[config.mk]
export PLATFORM = sky130hd
export DESIGN_NAME = obi_cache_master
export DESIGN_NICKNAME = d
export VERILOG_FILES = /design/src/rtl/obi_cache_master.sv
export SDC_FILE = /design/constraint.sdc
export NUM_CORES = 1
export LEC_CHECK = 0
export BUFFER_PORTS_ARGS = -buffer_cell sky130_fd_sc_hd__buf_2
export CAP_MARGIN = 0
export CORE_ASPECT_RATIO = 0.8
export CORE_MARGIN = 2
export CORE_UTILIZATION = 40
export CTS_BUF_LIST = sky130_fd_sc_hd__clkbuf_2 sky130_fd_sc_hd__clkbuf_4 sky130_fd_sc_hd__clkbuf_8
export DETAILED_ROUTE_END_ITERATION = 16
export PLACE_DENSITY = 0.68
export SYNTH_ARGS = -nofsm -noshare
export SYNTH_HDL_FRONTEND = slang
export SYNTH_SLANG_ARGS = --single-unit
[constraint.sdc]
create_clock -name clk -period 1.6 [get_ports clk]
set_input_delay 0.24 -clock clk [delete_from_list [all_inputs] [get_ports clk]]
set_output_delay 0.24 -clock clk [all_outputs]
set_load 0.01 [all_outputs]
[src/rtl/obi_cache_master.sv]
`default_nettype none
// ============================================================================
// Module   : obi_cache_master
// Purpose  : OBI initiator driving the key/value cache responder. Accepts one
//            command on a valid/ready port, writes the {op,key,value} frame to
//            the cache as OBI word writes (operation word last, since that
//            write triggers the cache), reads the value back and returns it
//            with error/timeout status on a valid/ready response port.
//            Exactly one OBI transaction is outstanding at any time.
// Ports    : clk, rst_n (async, active-low)
//            cmd_valid/cmd_ready/cmd_op/cmd_key/cmd_value : command port
//            rsp_valid/rsp_ready/rsp_value/rsp_err/rsp_timeout : response
//            obi_req/obi_we/obi_be/obi_addr/obi_wdata/obi_rready : OBI request
//              fields (req, we, be, addr, wdata, rready of obi_req_t)
//            obi_gnt/obi_rvalid/obi_rdata/obi_err : OBI response fields
//              (gnt, rvalid, rdata, err of obi_rsp_t)
// Revision : 1.0 - initial release
// ============================================================================
module obi_cache_master #(
  parameter int ARCHITECTURE   = 32,
  parameter int KEY_WIDTH      = 29,
  parameter int VALUE_WIDTH    = 64,
  parameter int OP_WIDTH       = 3,
  parameter int TIMEOUT_CYCLES = 1024
) (
  input  logic                      clk,
  input  logic                      rst_n,
  // command port
  input  logic                      cmd_valid,
  output logic                      cmd_ready,
  input  logic [OP_WIDTH-1:0]       cmd_op,
  input  logic [KEY_WIDTH-1:0]      cmd_key,
  input  logic [VALUE_WIDTH-1:0]    cmd_value,
  // response port
  output logic                      rsp_valid,
  input  logic                      rsp_ready,
  output logic [VALUE_WIDTH-1:0]    rsp_value,
  output logic                      rsp_err,
  output logic                      rsp_timeout,
  // OBI request
  output logic                      obi_req,
  output logic                      obi_we,
  output logic [ARCHITECTURE/8-1:0] obi_be,
  output logic [ARCHITECTURE-1:0]   obi_addr,
  output logic [ARCHITECTURE-1:0]   obi_wdata,
  output logic                      obi_rready,
  // OBI response
  input  logic                      obi_gnt,
  input  logic                      obi_rvalid,
  input  logic [ARCHITECTURE-1:0]   obi_rdata,
  input  logic                      obi_err
);

  localparam int TOTAL   = VALUE_WIDTH + KEY_WIDTH + OP_WIDTH;
  localparam int NW      = (TOTAL + ARCHITECTURE - 1) / ARCHITECTURE;
  localparam int NR      = VALUE_WIDTH / ARCHITECTURE;
  localparam int FRAME_W = NW * ARCHITECTURE;
  localparam int IDX_W   = $clog2(NW + 1);
  localparam int TCNT_W  = $clog2(TIMEOUT_CYCLES + 1);
  localparam int BE_W    = ARCHITECTURE / 8;

  localparam logic [IDX_W-1:0]  LAST_WR   = IDX_W'(NW - 1);
  localparam logic [IDX_W-1:0]  LAST_RD   = IDX_W'(NR - 1);
  localparam logic [TCNT_W-1:0] TCNT_LAST = TCNT_W'(TIMEOUT_CYCLES - 1);

  typedef enum logic [2:0] {
    S_IDLE   = 3'd0,
    S_WR_REQ = 3'd1,
    S_WR_RSP = 3'd2,
    S_RD_REQ = 3'd3,
    S_RD_RSP = 3'd4,
    S_DONE   = 3'd5
  } state_t;

  state_t              state_q, state_d;
  logic [FRAME_W-1:0]  frame_q;
  logic [IDX_W-1:0]    idx_q;     // word index, shared by write and read phases
  logic [TCNT_W-1:0]   tcnt_q;    // cycles spent in the current wait state
  logic                tmo;       // current wait expires this cycle

  // --------------------------------------------------------------------------
  // Next-state and output decode
  // --------------------------------------------------------------------------
  always_comb begin
    state_d    = state_q;
    cmd_ready  = 1'b0;
    rsp_valid  = 1'b0;
    obi_req    = 1'b0;
    obi_we     = 1'b0;
    obi_be     = '0;
    obi_addr   = '0;
    obi_wdata  = '0;
    obi_rready = 1'b0;
    tmo        = 1'b0;

    unique case (state_q)
      S_IDLE: begin
        cmd_ready = 1'b1;
        if (cmd_valid) begin
          state_d = (cmd_op == '0) ? S_DONE : S_WR_REQ;
        end
      end

      S_WR_REQ: begin
        obi_req  = 1'b1;
        obi_we   = 1'b1;
        obi_be   = {BE_W{1'b1}};
        obi_addr = ARCHITECTURE'({idx_q, 2'b00});
        for (int i = 0; i < NW; i++) begin
          if (idx_q == IDX_W'(i)) begin
            obi_wdata = frame_q[i*ARCHITECTURE +: ARCHITECTURE];
          end
        end
        if (obi_gnt) begin
          state_d = S_WR_RSP;
        end else if (tcnt_q == TCNT_LAST) begin
          tmo     = 1'b1;
          state_d = S_DONE;
        end
      end

      S_WR_RSP: begin
        obi_rready = 1'b1;
        if (obi_rvalid) begin
          state_d = (idx_q == LAST_WR) ? S_RD_REQ : S_WR_REQ;
        end else if (tcnt_q == TCNT_LAST) begin
          tmo     = 1'b1;
          state_d = S_DONE;
        end
      end

      S_RD_REQ: begin
        obi_req  = 1'b1;
        obi_be   = {BE_W{1'b1}};
        obi_addr = ARCHITECTURE'({idx_q, 2'b00});
        // gnt is withheld while the cache processes the operation
        if (obi_gnt) begin
          state_d = S_RD_RSP;
        end else if (tcnt_q == TCNT_LAST) begin
          tmo     = 1'b1;
          state_d = S_DONE;
        end
      end

      S_RD_RSP: begin
        obi_rready = 1'b1;
        if (obi_rvalid) begin
          state_d = (idx_q == LAST_RD) ? S_DONE : S_RD_REQ;
        end else if (tcnt_q == TCNT_LAST) begin
          tmo     = 1'b1;
          state_d = S_DONE;
        end
      end

      S_DONE: begin
        rsp_valid = 1'b1;
        if (rsp_ready) begin
          state_d = S_IDLE;
        end
      end

      default: state_d = S_IDLE;
    endcase
  end

  // --------------------------------------------------------------------------
  // State register and datapath
  // --------------------------------------------------------------------------
  always_ff @(posedge clk or negedge rst_n) begin
    if (!rst_n) begin
      state_q     <= S_IDLE;
      frame_q     <= '0;
      idx_q       <= '0;
      tcnt_q      <= '0;
      rsp_value   <= '0;
      rsp_err     <= 1'b0;
      rsp_timeout <= 1'b0;
    end else begin
      state_q <= state_d;

      // Restart on every state entry; only the bus wait states accumulate.
      if ((state_d != state_q) || (state_q == S_IDLE) || (state_q == S_DONE)) begin
        tcnt_q <= '0;
      end else begin
        tcnt_q <= tcnt_q + TCNT_W'(1);
      end

      unique case (state_q)
        S_IDLE: begin
          if (cmd_valid) begin
            frame_q     <= FRAME_W'({cmd_op, cmd_key, cmd_value});
            idx_q       <= '0;
            rsp_value   <= '0;
            rsp_err     <= (cmd_op == '0);
            rsp_timeout <= 1'b0;
          end
        end

        S_WR_RSP: begin
          // write-response err is deliberately ignored
          if (obi_rvalid) begin
            idx_q <= (idx_q == LAST_WR) ? '0 : idx_q + IDX_W'(1);
          end
        end

        S_RD_RSP: begin
          if (obi_rvalid) begin
            for (int i = 0; i < NR; i++) begin
              if (idx_q == IDX_W'(i)) begin
                rsp_value[i*ARCHITECTURE +: ARCHITECTURE] <= obi_rdata;
              end
            end
            rsp_err <= rsp_err | obi_err;
            idx_q   <= (idx_q == LAST_RD) ? '0 : idx_q + IDX_W'(1);
          end
        end

        S_DONE: begin
          if (rsp_ready) begin
            rsp_err     <= 1'b0;
            rsp_timeout <= 1'b0;
          end
        end

        default: ;
      endcase

      // Abort: keep captured words, flag both timeout and error.
      if (tmo) begin
        rsp_timeout <= 1'b1;
        rsp_err     <= 1'b1;
        idx_q       <= '0;
      end
    end
  end

endmodule
`default_nettype wire

==> impl_metrics.ini, run 1 <==
[sta]
setup_viol = 220
fmax_mhz = 469
fin_hold_ws_ps = 26.3
drv_slew = 0
rsz0062_at_grt = true
final.min_clock_period_ps = 2130
hold_viol = 0
setup_ws_ps = -531
clock_skew_ps = 17.6
post-route-period-util = 1.33

[synthesis]
ys_ff_latch = 178
yosys.area.top_type = dfrtp_1
synth_area_leaders = dfrtp_1 54%, mux2_1 10%, nand2_1 4.9%, mux2i_1 4.2%, o21ai_1 3.9%
yosys.area_share.simple = 0.134
synthXorXnorAreaFrac = 0.00843
yosys_warnings = 0
postSynthAreaPerCell_um2 = 10.6
synth_compound_area_frac = 0.0849
async_reset_ff_frac = 1.00
synth_top_family_by_area = multiplexers
synth_area_um2 = 8310
synth_fa_ha_area_frac = 0.00151
synthFlopType = dfrtp_1
netlist.area_leader.share = 0.536
synth_cell_types = 53
synth_edf_count = 0
muxShareOfSynthArea = 0.172
seq_area_frac_synth = 0.536
synthCells = 785

[worst_setup_path]
worstRegToRegCells = 10
path_buf_inv = 3
slowest_delay_ps = 450
cp_max_fo = 13
crit_arrival_ps = 1890
cp.depth = 6
crit_path_end_kind = primary output
reg2reg_slack_ps = -470
path_delay_family = buffers and inverters
crit_chain = buf_12, nor2b_4, buf_8, a21oi_1, nor2_1, buf_2
r2r_end = frame_q[41]$_DFFE_PN0P_
crit_start = idx_q[1]$_DFFE_PN0P_
crit_slowest_cell = dfrtp_2
critPathCapture = obi_wdata[1]
crit_type = flip-flop to primary output
r2r_start = state_q[2]$_DFF_PN0_
cp-start-kind = flip-flop
cp.required_ps = 1360

[route]
drt_first_pass_iters = 5
routed_wl_um = 31700
ant_nets = 0
avgViaCountPerCell = 5.25
drt_iter0_markers = 533
dr_total_vias = 7975
drcViolationCount = 0
wire_per_inst_um = 20.9

[run_status]
status = finished, violations left
violations = negative setup slack

[clock_tree]
cts_tree = built
clk_latency_ps = 470
cts_buffers = 17
cts-htree-levels = 4
cts_root_buffer = clkbuf_8
clk_path_buf_depth = 2
cts_sinks = 178
clk_pin_slew_worst_paths_ps = 100

[global_route]
grt_first_pass_wirelength_um = 42900
grt_max_degree = 43
grt-ovfl-total = 0
antenna_found_initial = 0
grt_use_total = 0.251
grt_pass1_vias = 7965

[pwr]
p_leak_uw = 0.00695
peakVddDrop_uv = 1020
total_power_uw = 26700
power_density_nw_per_um2 = 1830

[die]
rows = 47
die_y_um = 133
io_pins = 274
die_width_um = 165
coreArea_um2 = 20500
die-area_um2 = 22000
start_util = 0.405

[place]
place.gp.congestion = 0.837
hpwl_um = 15300
portBuffers = 243
dp_cells = 1306

[cells_and_area]
antenna_cells = 0
drive_gt1_frac = 0.590
nets = 1372
most-common-layout-cells = 224 x buf_2, 175 x dfrtp_1, 96 x mux2_4
fill_cells = 1313
stdcell_count = 1518
layout_commonest_cell = buf_2
area_growth_pct = 75.1

[min_path]
worstHoldStart = cmd_value[55]
hp-class = primary input to flip-flop

[run]
drv_cap = 0
## cell usage after synthesis, types with 2 or more instances
cell and count:
a21oi_1 36, a2bb2oi_1 2, a41oi_1 2, and2_1 5
and3_1 2, buf_1 3, buf_2 18, buf_4 39
clkbuf_1 24, dfrtp_1 178, inv_1 5, inv_2 2
mux2_1 75, mux2_2 21, mux2i_1 35, nand2_1 108
nand2b_1 7, nand3_1 7, nand4_1 2, nor2_1 86
nor2b_1 3, nor3_1 2, nor3_2 10, o21ai_0 10
o21ai_1 65, o31a_1 3, o31ai_1 2, or3_1 2
xnor2_1 4, xor2_1 4
## metal layers
| metal | vias to the layer above | part of all wire | track usage |
|---|---|---|---|
| met5 | - | 0 | 0 |
| met4 | 0 | 0.024 | 0.0841 |
| met3 | 76 | 0.053 | 0.0508 |
| met2 | 347 | 0.50 | 0.408 |
| met1 | 4021 | 0.43 | 0.337 |
| li1 | 3531 | - | - |
## power by group
part | switching [uW] | total [uW] | leakage, uW | internal (uW)
sequential | 1170 | 7330 | 0.00226 | 6160
combinational | 7290 | 15900 | 0.00447 | 8630
clock | 1810 | 3410 | 0.000223 | 1610
total | 10300 | 26700 | 0.00695 | 16400
## final cells by class
cell class	instances	area (um^2)	area share
clock buffer	21	289	0.0199
multi-input combinational	545	4860	0.334
timing repair buffer	487	4440	0.305
tap	269	337	0.0231
inverter	7	31.3	0.00215
sequential	178	4460	0.306
clock inverter	11	143	0.00980
## registers in the layout (all words and copies together), names as in the netlist
register / cells
state_q: 3
idx_q: 2
tcnt_q: 11
rsp_err: 1
rsp_timeout: 1
frame_q: 96
rsp_value: 64
## stage by stage
stage	util	setup TNS, ps	setup slack, ps	area, um^2
after floorplan	-	-2080	-40.3	8640
after CTS	0.641	-50500	-466	13200
after detailed placement	0.505	-14610	-224	10400
final	0.709	-76790	-531	14600
after global routing	0.709	-84980	-620	14600
after global placement	0.505	-10820	-162	10400
## how the worst min path moves through the flow
stage                     cells after the start                 endpoint  slack (ps)
final                                         2  frame_q[55]$_DFFE_PN0P_          30
after global routing                          2  frame_q[44]$_DFFE_PN0P_          -4
after CTS                                     2  frame_q[91]$_DFFE_PN0P_        0.04
after detailed placement                      1  frame_q[49]$_DFFE_PN0P_         180
after global placement                        1  frame_q[17]$_DFFE_PN0P_         180
after floorplan                               0   frame_q[0]$_DFFE_PN0P_         -60
## logic make-up (layout without fill, tap and decap cells)
kind of cell,after synthesis,in the layout
AND/OR/NAND/NOR,245,246
XOR/XNOR,8,8
multiplexers,131,131
flip-flops,178,178
other,1,30
adder cells (fa/ha/maj),1,1
buffers and inverters,92,526
AO/OA/AOI/OAI,129,129
## repair_timing
| action | CTS | global route |
|---|---|---|
| hold buffers | 80 | 9 |
| hold endpoints to repair | 116 | 9 |
| cloned | 17 | 18 |
| resized for setup | 202 | 261 |
| endpoints found under the setup margin | 168 | 220 |
| pin swaps | 14 | 99 |
| buffers inserted | 38 | 35 |
## worst reg2reg max path: stages, from the launching register on
cell and delay, ps:
dfrtp_2 460, buf_6 130, buf_6 100, buf_6 120, nand2b_4 160, nor2_4 170
buf_12 160, buf_8 120, buf_12 100, buf_12 130, mux2_4 310
Note: power is estimated with default switching activity, not from simulation.
==> run 2, diff against run 1 <==
--- a/config.mk
+++ b/config.mk
@@ -12,7 +12,7 @@
 export CORE_UTILIZATION = 40
 export CTS_BUF_LIST = sky130_fd_sc_hd__clkbuf_2 sky130_fd_sc_hd__clkbuf_4 sky130_fd_sc_hd__clkbuf_8
 export DETAILED_ROUTE_END_ITERATION = 16
-export PLACE_DENSITY = 0.68
+export PLACE_DENSITY = 0.64
 export SYNTH_ARGS = -nofsm -noshare
 export SYNTH_HDL_FRONTEND = slang
 export SYNTH_SLANG_ARGS = --single-unit
==> run 2 against run 1 <==
- the run still ends with negative setup slack left
- maximum frequency grew 1.8%
- worst setup slack gained 38 ps
- die area is the same
- sequential share of layout area grew 0.25 points
- count of clock-buffer cells in the layout shrank 3
- register-to-register slack gained 40 ps
- first-iteration DRC count shrank 18%
- flip-flop and latch count is the same
- critical path depth grew 1
- clock power shrank 6.5%
- critical path type unchanged
==> impl_metrics.ini, run 2 (synthesis gave the netlist of run 1 again) <==
[run_status]
status = finished, violations left
violations = negative setup slack

[worst_setup_path]
cp.depth = 7
crit_type = flip-flop to primary output
path_buf_inv = 3
cp_max_fo = 9
crit_path_end_kind = primary output
crit_slowest_cell = dfrtp_2
worstRegToRegCells = 11
cp-start-kind = flip-flop
path_delay_family = buffers and inverters
crit_arrival_ps = 1850
cp.required_ps = 1360
slowest_delay_ps = 400
crit_chain = buf_12, clkbuf_16, mux2i_1, nor2_1, a21oi_2, nor2_4, buf_6

[die]
die_width_um = 165
start_util = 0.405
die_y_um = 133
coreArea_um2 = 20500
rows = 47
io_pins = 274
die-area_um2 = 22000

[place]
hpwl_um = 15500
portBuffers = 243
place.gp.congestion = 0.856

[sta]
clock_skew_ps = 21.3
rsz0062_at_grt = true
hold_viol = 0
fmax_mhz = 478
fin_hold_ws_ps = 26.2
drv_slew = 0
final.min_clock_period_ps = 2090
post-route-period-util = 1.31
setup_viol = 220
fin_setup_tns_ps = -71030
worstMarginPinSlew_ps = 530
relSlewSlack = 0.647
setup_ws_ps = -493

[clock_tree]
clk_pin_slew_worst_paths_ps = 100
clk_latency_ps = 470
clk_path_buf_depth = 2
cts_root_buffer = clkbuf_8
cts_buffers = 17
cts_tree = built
cts_sinks = 178
cts-htree-levels = 4

[global_route]
top_usage_layer = met2
grt-ovfl-total = 0
antenna_found_initial = 3
grtUsageMet1 = 0.343
globalRouteMet3Util = 0.0577
met2_usage = 0.421
grt_max_degree = 43
grt_use_total = 0.259
grt_pass1_vias = 7944
grt_first_pass_wirelength_um = 44000

[route]
drt_iter0_markers = 439
avgViaCountPerCell = 5.19
dr_total_vias = 7882
drt_first_pass_iters = 5
routed_wl_um = 29900
drcViolationCount = 0
wire_per_inst_um = 19.7
ant_nets = 0

[pwr]
p_int_uw = 15600
switching_share = 0.385
total_power_uw = 25300
pwr-share-seq = 0.289
p_leak_uw = 0.00689
peakVddDrop_uv = 984
power_density_nw_per_um2 = 1760
clkPwrFrac = 0.126
p_comb_frac = 0.585
power.switching_uw = 9770

[cells_and_area]
layout_commonest_cell = buf_2
largest_register = frame_q
most-common-layout-cells = 225 x buf_2, 176 x dfrtp_1, 97 x dlygate4sd3_1
reg_top3 = frame_q (96), rsp_value (64), tcnt_q (11)
area_growth_pct = 73.7
drive_gt1_frac = 0.595
nets = 1371
largest_register_ffs = 96

[min_path]
hp-class = primary input to flip-flop
hold_depth = 3

[run]
drv_cap = 0
run 2: layout make-up:
class	count	area (um^2)
fill	1408	6090
multi-input combinational	546	4840
sequential	178	4460
timing repair buffer	485	4380
tap	269	337
clock buffer	18	248
clock inverter	14	143
inverter	7	26.3
antenna	2	5.00
run 2: repair_timing:
item	CTS	global route
endpoints found under the hold margin	131	3
cloned	24	5
resized for setup	225	223
hold buffers	94	3
pin swaps	30	67
setup endpoints to repair	215	221
setup buffers	39	27
run 2: routing by layer:
layer / part of all wire / vias up
met1: 0.42 / 3965
met2: 0.49 / 329
li1: - / 3514
met5: 0.00080 / -
met3: 0.057 / 70
met4: 0.028 / 4
run 2: path summary, 6_finish.rpt:
check | startpoint | endpoint | slack, ps
worst max-delay path | idx_q[1]$_DFFE_PN0P_ | obi_wdata[8] | -490
worst min-delay path | obi_rdata[3] | rsp_value[3]$_DFFE_PN0P_ | 30
worst max register to register | state_q[2]$_DFF_PN0_ | rsp_value[4]$_DFFE_PN0P_ | -430
worst min register to register | rsp_value[13]$_DFFE_PN0P_ | rsp_value[13]$_DFFE_PN0P_ | 480
max in group asynchronous | rst_n | tcnt_q[10]$_DFF_PN0_ | 740
min in group asynchronous | rst_n | rsp_value[22]$_DFFE_PN0P_ | 270
run 2: power groups by stage:
stage                     Combinational (uW)  Clock [uW]  Sequential, uW
after global placement                  8250           0            6990
after CTS                              13200        3230            7060
after global routing                   15600        3440            7520
after floorplan                         5500           0            7010
final                                  14800        3190            7330
after detailed placement                8370           0            7060
run 2: through the flow:
step | cells | worst slack, ps | instance area (um^2) | util
after global placement | 1314 | -250 | 10400 | 0.509
after global routing | 1518 | -593 | 14400 | 0.703
final | 1519 | -493 | 14400 | 0.703
after floorplan | 814 | -40.3 | 8640 | -
after CTS | 1502 | -493 | 13600 | 0.664
after detailed placement | 1314 | -316 | 10400 | 0.509
run 2: tightest hold or removal path: cells and delay by family:
family	cells	cell delay, ps
and+or+nand+nor	1	70
buffers and inverters	1	100
AOI/OAI and AO/OA	1	50
==> run 3, diff against run 2 <==
--- a/config.mk
+++ b/config.mk
@@ -5,6 +5,7 @@
 export SDC_FILE = /design/constraint.sdc
 export NUM_CORES = 1
 export LEC_CHECK = 0
+export ABC_CLOCK_PERIOD_IN_PS = 1600
 export BUFFER_PORTS_ARGS = -buffer_cell sky130_fd_sc_hd__buf_2
 export CAP_MARGIN = 0
 export CORE_ASPECT_RATIO = 0.8
@@ -12,6 +13,7 @@
 export CORE_UTILIZATION = 40
 export CTS_BUF_LIST = sky130_fd_sc_hd__clkbuf_2 sky130_fd_sc_hd__clkbuf_4 sky130_fd_sc_hd__clkbuf_8
 export DETAILED_ROUTE_END_ITERATION = 16
+export GPL_TIMING_DRIVEN = 0
 export PLACE_DENSITY = 0.64
 export SYNTH_ARGS = -nofsm -noshare
 export SYNTH_HDL_FRONTEND = slang
==> run 3 against run 2 <==
- the run still ends with negative setup slack left
- die area is the same
- core utilization grew 2.0 points
- sequential power about the same
- first-iteration DRC count increased by 11%
- count of clock-buffer cells in the layout is the same
- combinational power is 7% higher
- clock skew about the same
- final cell count is 2.0% higher
- register-to-register slack got worse by 110 ps
- critical path depth unchanged
- wire length rose by 4.4%
==> impl_metrics.ini, run 3 (synthesis gave the netlist of run 1 again) <==
[run_status]
status = finished, violations left
violations = negative setup slack

[place]
place.gp.congestion = 0.853
portBuffers = 243
dpl-instance-area_um2 = 10200
hpwl_um = 16400

[global_route]
grt_pass1_vias = 7670
antenna_found_initial = 1
grt_max_degree = 107
grt_first_pass_wirelength_um = 41300
grt_use_total = 0.244
grt-ovfl-total = 0

[cells_and_area]
drive_gt1_frac = 0.581
reg_top3 = frame_q (96), rsp_value (64), tcnt_q (11)
largest_register = frame_q
fill_cells = 1312
most-common-layout-cells = 213 x buf_2, 176 x dfrtp_1, 103 x dlygate4sd3_1
nets = 1403
largest_register_ffs = 96
area_growth_pct = 78.6
final_area_um2 = 14800
layout_commonest_cell = buf_2

[sta]
post-route-period-util = 1.37
drv_slew = 0
fin_hold_ws_ps = 18.7
fmax_mhz = 456
rsz0062_at_grt = true
relSlewSlack = 0.550
clock_skew_ps = 21.1
final.min_clock_period_ps = 2190
setup_ws_ps = -594
worstMarginPinSlew_ps = 675
setup_viol = 220
hold_viol = 0

[worst_setup_path]
crit_chain = buf_6, inv_8, or3_4, buf_12, buf_12, nor2_4, buf_6
cp_max_fo = 7
slowest_delay_ps = 390
crit_path_end_kind = primary output
reg2reg_slack_ps = -540
crit_slowest_cell = or3_4
crit_arrival_ps = 1950
cp.required_ps = 1360
cp-start-kind = flip-flop
crit_type = flip-flop to primary output

[pwr]
peakVddDrop_uv = 1260
p_leak_uw = 0.00716
power_density_nw_per_um2 = 1790

[clock_tree]
cts_tree = built
cts_sinks = 178
clk_latency_ps = 470
cts_root_buffer = clkbuf_8
cts_buffers = 17
clk_path_buf_depth = 2
cts-htree-levels = 4
clk_pin_slew_worst_paths_ps = 100

[route]
dr_total_vias = 7995
drcViolationCount = 0
drt_iter0_markers = 489
wire_per_inst_um = 20.1
avgViaCountPerCell = 5.16
ant_nets = 0
drt_first_pass_iters = 5
routed_wl_um = 31200

[die]
start_util = 0.405
die_y_um = 133
die_width_um = 165
rows = 47
coreArea_um2 = 20500
io_pins = 274
die-area_um2 = 22000

[min_path]
hp-class = primary input to flip-flop

[run]
drv_cap = 0
## run 3: repair_timing
| action | in CTS | in global routing |
|---|---|---|
| endpoints found under the setup margin | 217 | 220 |
| hold endpoints to repair | 167 | 8 |
| hold buffers | 96 | 7 |
| buffers inserted | 37 | 39 |
| cloned | 12 | 5 |
| resized for setup | 188 | 393 |
| pin swaps | 24 | 69 |
## run 3: through the flow
stage	setup TNS [ps]	cells	total power [uW]	setup WS [ps]	util
floorplan	-2080	814	12500	-40.3	-
global placement	-537300	1326	15000	-2710	0.497
detailed placement	-59140	1327	15100	-416	0.499
CTS	-61030	1503	21900	-633	0.632
global route	-102240	1550	27700	-642	0.723
finish	-89990	1550	26600	-594	0.723
## run 3: layer usage
layer,wire (um),up-vias,global-route usage
li1,-,3581,-
met1,13100,4018,0.333
met2,15600,334,0.394
met3,1750,62,0.0524
met4,786,0,0.0676
met5,0,-,0
## run 3: worst paths after layout
kind                                              to                      from  cells past startpoint
setup reg to reg             frame_q[57]$_DFFE_PN0P_      state_q[1]$_DFF_PN0_                     10
hold / removal             rsp_value[47]$_DFFE_PN0P_             obi_rdata[15]                      3
min in group asynchronous  rsp_value[45]$_DFFE_PN0P_                     rst_n                      2
max in group asynchronous    frame_q[84]$_DFFE_PN0P_                     rst_n                      3
setup / recovery                       obi_wdata[26]      state_q[0]$_DFF_PN0_                      7
hold reg to reg             rsp_value[4]$_DFFE_PN0P_  rsp_value[4]$_DFFE_PN0P_                      2
## run 3: critical path: cells and delay by family, from the launching register on
family | cells | cell delay (ps)
simple gates | 2 | 530
buf+inv | 5 | 580
flops | 1 | 380
## run 3: final cells by class
| class | count | area, um^2 | area share |
|---|---|---|---|
| Multi-Input combinational cell | 544 | 4950 | 0.333 |
| Clock buffer | 18 | 248 | 0.0167 |
| Antenna cell | 1 | 2.50 | 0.000169 |
| Sequential cell | 178 | 4460 | 0.300 |
| Buffer | 82 | 936 | 0.0631 |
| Tap cell | 269 | 337 | 0.0227 |
| Clock inverter | 14 | 171 | 0.0115 |
| Timing Repair Buffer | 437 | 3710 | 0.250 |
| Inverter | 7 | 33.8 | 0.00228 |
## run 3: report_power, final
part	leakage [uW]	switching, uW	internal [uW]
Sequential	0.00226	1190	6150
Clock	0.000207	1900	1490
Combinational	0.00469	7310	8590
Total	0.00716	10400	16200
